$ cat src/rtl/core_seq_ctrl.sv
// core_seq_ctrl: multi-cycle fetch/decode/exec/mem/wb sequencer for the NPC core.
// Ports: imem/dmem valid-ready handshakes, dec_* decoder flags, rf/pc strobes,
// sticky halted/trap with trap_cause, 64-bit instret, state_o debug view.
module core_seq_ctrl #(
  parameter int TIMEOUT = 256,
  parameter int CNT_W   = 9
) (
  input  logic        clk,
  input  logic        rst,
  output logic        imem_req_valid,
  input  logic        imem_req_ready,
  input  logic        imem_rsp_valid,
  output logic        inst_wen,
  input  logic        dec_reg_wen,
  input  logic        dec_mem_wen,
  input  logic        dec_is_load,
  input  logic        dec_is_ebreak,
  input  logic        dec_inst_not_ipl,
  output logic        dmem_req_valid,
  output logic        dmem_req_we,
  input  logic        dmem_req_ready,
  input  logic        dmem_rsp_valid,
  output logic        rf_wen,
  output logic        pc_wen,
  output logic        halted,
  output logic        trap,
  output logic [1:0]  trap_cause,
  output logic [63:0] instret,
  output logic [3:0]  state_o
);

  typedef enum logic [3:0] {
    S_FETCH    = 4'd0,
    S_WAIT_I   = 4'd1,
    S_DECODE   = 4'd2,
    S_EXEC     = 4'd3,
    S_MEM_REQ  = 4'd4,
    S_MEM_WAIT = 4'd5,
    S_WB       = 4'd6,
    S_HALT     = 4'd7,
    S_TRAP     = 4'd8
  } state_t;

  state_t           state_q, state_d;
  logic [CNT_W-1:0] cnt_q;
  logic [CNT_W:0]   cnt_nx;
  logic             tmo;
  logic             reg_wen_q, st_q, ld_q;
  logic [1:0]       cause_q, cause_d;
  logic [63:0]      instret_q;
  logic             cnt_clr;

  // Trap decision is made in the cycle whose wait would bring
  // the count up to TIMEOUT; a response in that cycle still wins.
  assign cnt_nx = {1'b0, cnt_q} + {{CNT_W{1'b0}}, 1'b1};
  assign tmo    = (TIMEOUT != 0) &&
                  (cnt_nx == (CNT_W+1)'(TIMEOUT));

  always_comb begin
    state_d = state_q;
    cause_d = cause_q;
    unique case (state_q)
      S_FETCH:
        if (imem_req_ready) state_d = S_WAIT_I;
      S_WAIT_I:
        if (imem_rsp_valid) state_d = S_DECODE;
        else if (tmo) begin
          state_d = S_TRAP;
          cause_d = 2'd1;
        end
      S_DECODE:
        if (dec_is_ebreak) state_d = S_HALT;
        else if (dec_inst_not_ipl) begin
          state_d = S_TRAP;
          cause_d = 2'd2;
        end
        else state_d = S_EXEC;
      S_EXEC:
        state_d = (ld_q | st_q) ? S_MEM_REQ : S_WB;
      S_MEM_REQ:
        if (dmem_req_ready)
          state_d = st_q ? S_WB : S_MEM_WAIT;
      S_MEM_WAIT:
        if (dmem_rsp_valid) state_d = S_WB;
        else if (tmo) begin
          state_d = S_TRAP;
          cause_d = 2'd3;
        end
      S_WB:
        state_d = S_FETCH;
      S_HALT:
        state_d = S_HALT;
      S_TRAP:
        state_d = S_TRAP;
      default:
        state_d = S_FETCH;
    endcase
  end

  assign cnt_clr =
    ((state_d == S_WAIT_I) && (state_q != S_WAIT_I)) ||
    ((state_d == S_MEM_WAIT) && (state_q != S_MEM_WAIT));

  always_ff @(posedge clk or posedge rst) begin
    if (rst) begin
      state_q   <= S_FETCH;
      cause_q   <= 2'd0;
      cnt_q     <= '0;
      reg_wen_q <= 1'b0;
      st_q      <= 1'b0;
      ld_q      <= 1'b0;
      instret_q <= 64'd0;
    end else begin
      state_q <= state_d;
      cause_q <= cause_d;
      if (cnt_clr)
        cnt_q <= '0;
      else if (state_q == S_WAIT_I ||
               state_q == S_MEM_WAIT)
        cnt_q <= cnt_q + 1'b1;
      if (state_q == S_DECODE) begin
        reg_wen_q <= dec_reg_wen;
        st_q      <= dec_mem_wen;
        ld_q      <= dec_is_load;
      end
      if (state_q == S_WB)
        instret_q <= instret_q + 64'd1;
    end
  end

  // Outputs are gated by rst so requests drop the moment reset
  // is asserted, before the async state update is observable.
  assign imem_req_valid = ~rst & (state_q == S_FETCH);
  assign inst_wen       = ~rst & (state_q == S_WAIT_I)
                               & imem_rsp_valid;
  assign dmem_req_valid = ~rst & (state_q == S_MEM_REQ);
  assign dmem_req_we    = ~rst & (state_q == S_MEM_REQ) & st_q;
  assign rf_wen         = ~rst & (state_q == S_WB) & reg_wen_q;
  assign pc_wen         = ~rst & (state_q == S_WB);
  assign halted         = ~rst & (state_q == S_HALT);
  assign trap           = ~rst & (state_q == S_TRAP);
  assign trap_cause     = cause_q;
  assign instret        = instret_q;
  assign state_o        = state_q;

endmodule
$ cat config.mk
export PLATFORM = sky130hd
export DESIGN_NAME = core_seq_ctrl
export DESIGN_NICKNAME = d
export VERILOG_FILES = /design/src/rtl/core_seq_ctrl.sv
export SDC_FILE = /design/constraint.sdc
export NUM_CORES = 1
export LEC_CHECK = 0
export BUFFER_PORTS_ARGS = -buffer_cell sky130_fd_sc_hd__buf_4
export CAP_MARGIN = 20
export CORE_MARGIN = 2
export CORE_UTILIZATION = 55
export DETAILED_ROUTE_END_ITERATION = 10
export PLACE_DENSITY = 0.78
export SETUP_SLACK_MARGIN = 0.05
export SLEW_MARGIN = 20
export SYNTH_ARGS = -nofsm -noshare
export SYNTH_HDL_FRONTEND = slang
export SYNTH_SLANG_ARGS = --single-unit
$ cat constraint.sdc
create_clock -name clk -period 3.01 [get_ports clk]
set_clock_uncertainty 0.15 [all_clocks]
set_input_delay 0.301 -clock clk [delete_from_list [all_inputs] [get_ports clk]]
set_output_delay 0.301 -clock clk [all_outputs]
set_load 0.03 [all_outputs]
; Word-level counts from Yosys, hierarchy flattened
; Index checks and enable logic that the tools add are counted.
[classes]
addsub = 3
multipliers = 0
div = 0
n_lt_le_gt_ge = 0
eq_ne = 19
shift = 0
muxes = 19
bitwise_logic = 11
reduce_logical = 8
[ops]
columns = op, n
row1 = $add A64 B1 Y64 const B, 1
row2 = $pmux W4 S8, 1
row3 = $mux W4, 7
row4 = $eq A4 B3 Y1 const B, 5
row5 = $mux W9, 2
row6 = $mux W2, 8
row7 = $ne A2 B2 Y1 const B, 6
row8 = $add A9 B1 Y10 const B, 1
row9 = $eq A10 B9 Y1 const B, 1
row10 = $add A9 B1 Y9 const B, 1
row11 = $and A1 B1 Y1, 9
row12 = $eq A4 B1 Y1 const B, 2
row13 = $eq A4 B2 Y1 const B, 2
row14 = $reduce_and A7 Y1, 1
row15 = $pmux W2 S3, 1
row16 = $eq A4 B4 Y1 const B, 1
row17 = $logic_not A4 Y1, 1
row18 = $ne A4 B1 Y1 const B, 1
row19 = $ne A4 B3 Y1 const B, 1
row20 = $reduce_bool A3 Y1, 1
row21 = $logic_and A1 B1 Y1, 2
row22 = $logic_or A1 B1 Y1, 2
row23 = $reduce_bool A2 Y1, 1
row24 = $not A1 Y1, 1
row25 = $or A1 B1 Y1, 1
[word_totals]
reg_bits = 82
latch_bits = 0
ramBits = 0
rom_bits = 0
input_bits = 11
output_inout_bits = 78
n_memories = 0

; Longest topological paths before layout
[logic_depth]
ltp_word = 9
ltp_mapped = 6
ltp_nobuf = 6

; Worst setup path after synthesis
; No wires, ideal clock.
[synth_path]
path_type = in2out
startpoint = in rst
endpoint = out rf_wen
arrival_ps = 2576
slack_ps = -17
stages = 2
path_buffers = 0
path_cell_list = inv_1 > and3_1
[synth_via]
elab_chain_len = 3
[synth_lines]
columns = element, line_no
row1 = "start, declared", 9  ; input logic rst,
row2 = $not A1 Y1, 138  ; assign rf_wen = ~rst & (state_q == S_WB) & reg_wen_q;
row3 = $and A1 B1 Y1 (2 in series), 138
row4 = "end, declared", 23  ; output logic rf_wen,
; No other way between the ends.

; Worst setup path after layout
[layout_path]
startpoint = reg state_q[2] (netlist: state_o[2])
endpoint = out rf_wen
[layout_via]
elab_chain_len = 3
[layout_lines]
columns = element, line_no
row1 = "start, declared", 44  ; state_t state_q, state_d;
row2 = "start signal, assigned", 114  ; state_q <= state_d;
row3 = $eq A4 B3 Y1, 138
row4 = $and A1 B1 Y1 (2 in series), 138
; No other way between the ends.

==> results.md <==
- Run status: complete, no violations
- Final net count: 521
- Final standard cell area without fillers: 0.00515 mm^2
- Share of the clock period used by the worst path: 83.4%
- Std-Cell Core Area: 0.00733 mm^2
- Cell leakage power: 2.51 nW
- Ys Warns: 0
- DIE AREA: 0.00833 mm^2
- Number of global-route vias before repair: 3367
- Number of nets with antenna violations after detailed routing: 0
- Number of enable flip-flop cells after synthesis: 0
- Post-DP HPWL: 6.81 mm
- Congestion Overflow GR: 0
- Final Hold Fails: 0
- Levels on crit path: 4
- Post-route DRC violation count: 0
- Bufs on Longest Clock Path: 2
- Die Wd: 91.3 um
- Classification of the worst setup path: reg -> out
- Signed area change from the synthesized netlist to the final layout: 23.0%
- Most used flip-flop cell after synthesis: sky130_fd_sc_hd__dfrtp_1
- Dominant delay contributor by cell family on the critical path: simple AND/OR/NAND/NOR gates
- Minimum clock period after layout: 2.51 ns
- Pre-CTS setup slack: 0.616 ns
- Final-layout fill cell count: 560
- Diode count: 0
- Arrival time worst endpoint: 2.06 ns
- Critical path data required time: 2.56 ns
- Critical R2R Launch: state_o[3]
- CTS Hold Buffers Added: 1
- Min-Delay Startpoint: dec_is_load
- Syn_nets: 426
- Wire per inst: 15.1 um
- Slew at the pin closest to its max-slew limit: 0.644 ns
- Cell count after synthesis: 413
- Detailed-route via count: 3394
- Clock-pin slew on the worst setup and hold paths: 0.08 ns
- Synth area leaders: sky130_fd_sc_hd__dfrtp_1 (49%), sky130_fd_sc_hd__xor2_1 (8.2%), sky130_fd_sc_hd__xnor2_1 (6.7%), sky130_fd_sc_hd__nor2_1 (4.6%), sky130_fd_sc_hd__nand3_1 (3.7%)
- Initial antenna violation count: 0
- Number of sinks on the clock net: 82
- Share of flip-flops with an asynchronous set or reset after synthesis: 100%
- Library cell contributing the largest single delay on the critical path: sky130_fd_sc_hd__dfrtp_1
- Buffering stage count on the worst path with inverters included: 1
- Portion of synthesized cell area occupied by the leading cell type: 49.0%
- Via-to-Cell Ratio: 5.55
- # port buffers: 88
- Worst R2R End: instret[50]
- Initial Utilization: 57.1%
- CP Cell Sequence: nand2_1, nor3_1, and3_1, buf_4
- CTS H-tree depth: 3
- Starting DRT DRC Count: 141
- Root Buffer Master: sky130_fd_sc_hd__clkbuf_8
- Sort of element at the start of the critical path: flop
- Number of gates resized after CTS: 0
- Type of the most critical hold path: in -> reg
- Internal Dissipation: 1.87 mW
- Count of pins over their slew limit: 0
- Proportion of power drawn by combinational gates: 25.3%
- Maximum number of pins on one net before global-route repair: 34
- Number of placed I/O pins: 89
- Switching power total: 985 uW
- Maximum fanout count along the critical path: 15
- Post-synthesis area per instance: 10.1 um^2
- Max-Slew Margin vs Limit: 57.0%
- Global-route wire length before repair: 15.9 mm
- Minimum setup slack among reg-to-reg paths: 0.60 ns
- Max cap viols: 0
- Minimum setup slack in the final design: 0.500 ns
- Die extent in y: 91.3 um
- Number of setup violations in the final report: 0
- Cell depth of the worst hold path: 2
- Worst-case vdd ir drop: 0.468 mV
- Number of buffers added for setup after CTS: 0
- Total Routing Usage GR: 23.8%
- Hold path endpoint: ld_q
- TritonCTS clock tree: yes
- Type of destination of the critical path: primary output
- Later-pin clock latency in the skew report: 0.36 ns
- Share of synthesized area occupied by flip-flops and latches: 49.0%
- Crit-path max cell delay: 0.62 ns
- Power density normalized to cell area: 555 mW/mm^2
- Seq cells post-synth: 82
- Largest area contributor in the netlist: sky130_fd_sc_hd__dfrtp_1
- Routability-driven placement congestion ratio: 0.906
- Number of buffers inserted during clock tree synthesis: 9
- Unique cell type count in the Yosys netlist: 51
- Final wirelength: 9.24 mm
- Clock power frac: 27.4%
- Post-synth design cell area: 0.00419 mm^2
- RSZ-0062 raised after global routing: false
- Switching share of total power: 34.5%
- First drt pass iteration count: 4
- Share of layout cells above drive strength 1: 25.7%
- Accumulated negative setup slack: 0 ns
- Maximum clock frequency: 398 MHz
- Placed cell areas: 0.00495 mm^2
- Number of rows in the core area: 31
- Worst R2R Path Depth: 6
- Part of the total power dissipated in sequential elements: 47.3%
## state kept, by name (all words and copies together), names as in the netlist
name / count
st_q: 1
instret: 64
state_o: 4
trap_cause: 2
reg_wen_q: 1
ld_q: 1
cnt_q: 9
## placed cells by master, fill, tap and decap left out, types with 2 or more instances in the layout
cell	instances
sky130_fd_sc_hd__a21oi_1	4
sky130_fd_sc_hd__and3_1	6
sky130_fd_sc_hd__buf_4	93
sky130_fd_sc_hd__clkbuf_1	3
sky130_fd_sc_hd__clkbuf_8	9
sky130_fd_sc_hd__clkinv_4	2
sky130_fd_sc_hd__dfrtp_1	82
sky130_fd_sc_hd__ha_1	2
sky130_fd_sc_hd__inv_1	13
sky130_fd_sc_hd__mux2_2	4
sky130_fd_sc_hd__mux2i_1	4
sky130_fd_sc_hd__nand2_1	41
sky130_fd_sc_hd__nand2b_1	3
sky130_fd_sc_hd__nand3_1	31
sky130_fd_sc_hd__nand4_1	16
sky130_fd_sc_hd__nand4_2	3
sky130_fd_sc_hd__nor2_1	51
sky130_fd_sc_hd__nor3_1	18
sky130_fd_sc_hd__nor3_2	3
sky130_fd_sc_hd__nor4_1	4
sky130_fd_sc_hd__nor4_2	10
sky130_fd_sc_hd__nor4b_1	3
sky130_fd_sc_hd__o21ai_0	3
sky130_fd_sc_hd__o22ai_1	2
sky130_fd_sc_hd__o31a_1	2
sky130_fd_sc_hd__or3_1	4
sky130_fd_sc_hd__xnor2_1	32
sky130_fd_sc_hd__xor2_1	39
## power by group through the flow
stage,logic (mW),clock network (mW),registers (mW)
finish,0.723,0.782,1.35
global route,0.796,0.854,1.37
CTS,0.726,0.793,1.35
detailed placement,0.718,0,1.37
global placement,0.705,0,1.36
floorplan,0.434,0,1.42
## synthesized netlist by cell type, types with 2 or more instances
| cell | n |
|---|---|
| sky130_fd_sc_hd__buf_6 | 2 |
| sky130_fd_sc_hd__o22ai_1 | 2 |
| sky130_fd_sc_hd__inv_1 | 14 |
| sky130_fd_sc_hd__nor3_2 | 3 |
| sky130_fd_sc_hd__mux2_2 | 4 |
| sky130_fd_sc_hd__dfrtp_1 | 82 |
| sky130_fd_sc_hd__nor4b_1 | 3 |
| sky130_fd_sc_hd__nand4_1 | 16 |
| sky130_fd_sc_hd__xor2_1 | 39 |
| sky130_fd_sc_hd__nor4_2 | 10 |
| sky130_fd_sc_hd__mux2i_1 | 4 |
| sky130_fd_sc_hd__or3_1 | 4 |
| sky130_fd_sc_hd__o21ai_0 | 3 |
| sky130_fd_sc_hd__nand2_1 | 41 |
| sky130_fd_sc_hd__nor3_1 | 18 |
| sky130_fd_sc_hd__clkbuf_1 | 4 |
| sky130_fd_sc_hd__nand4_2 | 3 |
| sky130_fd_sc_hd__nor2_1 | 51 |
| sky130_fd_sc_hd__o31a_1 | 2 |
| sky130_fd_sc_hd__xnor2_1 | 32 |
| sky130_fd_sc_hd__a21oi_1 | 4 |
| sky130_fd_sc_hd__nor4_1 | 4 |
| sky130_fd_sc_hd__and3_1 | 6 |
| sky130_fd_sc_hd__buf_2 | 2 |
| sky130_fd_sc_hd__nand3_1 | 31 |
| sky130_fd_sc_hd__nand2b_1 | 3 |
| sky130_fd_sc_hd__ha_1 | 2 |
## cells by family (layout without fill, tap and decap cells)
kind of cell,Yosys count,in the layout,share of synthesized area [%]
compound gates,21,21,3.56
xor+xnor,71,71,14.8
fa+ha+maj,2,2,0.597
buf+inv,24,124,2.66
flops,82,82,49.0
mux,8,8,2.03
simple gates,205,205,27.3
## routing by layer
layer	GRT usage (%)	up-vias	part of all wire [%]
met4	10.6	0	2.1
met2	37.1	121	46
met1	32.2	1637	45
met3	5.06	18	6.7
met5	0	-	0
li1	-	1618	-
## worst max path at each step
stage / from / end / slack, ns
6_report: state_o[2] / rf_wen / 0.50
3_3_place_gp: instret[25] / instret[61] / 0.67
2_1_floorplan: rst / rf_wen / 0.58
3_5_place_dp: state_o[3] / instret[61] / 0.62
5_1_grt: state_o[3] / instret[61] / 0.31
4_1_cts: state_o[1] / rf_wen / 0.52
## layout make-up
type                       instances  area, um^2  area share, %
sequential                        82        2050           39.8
multi-input combinational        307        2020           39.3
inverter                          14        56.3           1.09
clock inverter                     4        52.6           1.02
timing repair buffer              94         708           13.7
tap                               99         124           2.40
clock buffer                      12         135           2.62
## metrics by stage
stage / hold WS, ns / utilization (%) / std cells / power [mW]
finish: 0.0247 / 70.3 / 612 / 2.86
global route: 0.0138 / 70.3 / 612 / 3.02
CTS: 0.0182 / 70.3 / 612 / 2.87
detailed placement: 0.209 / 67.6 / 595 / 2.09
global placement: 0.204 / 67.6 / 595 / 2.07
floorplan: 0.303 / - / 413 / 1.85
No activity file was read; power rests on OpenSTA's default activity.
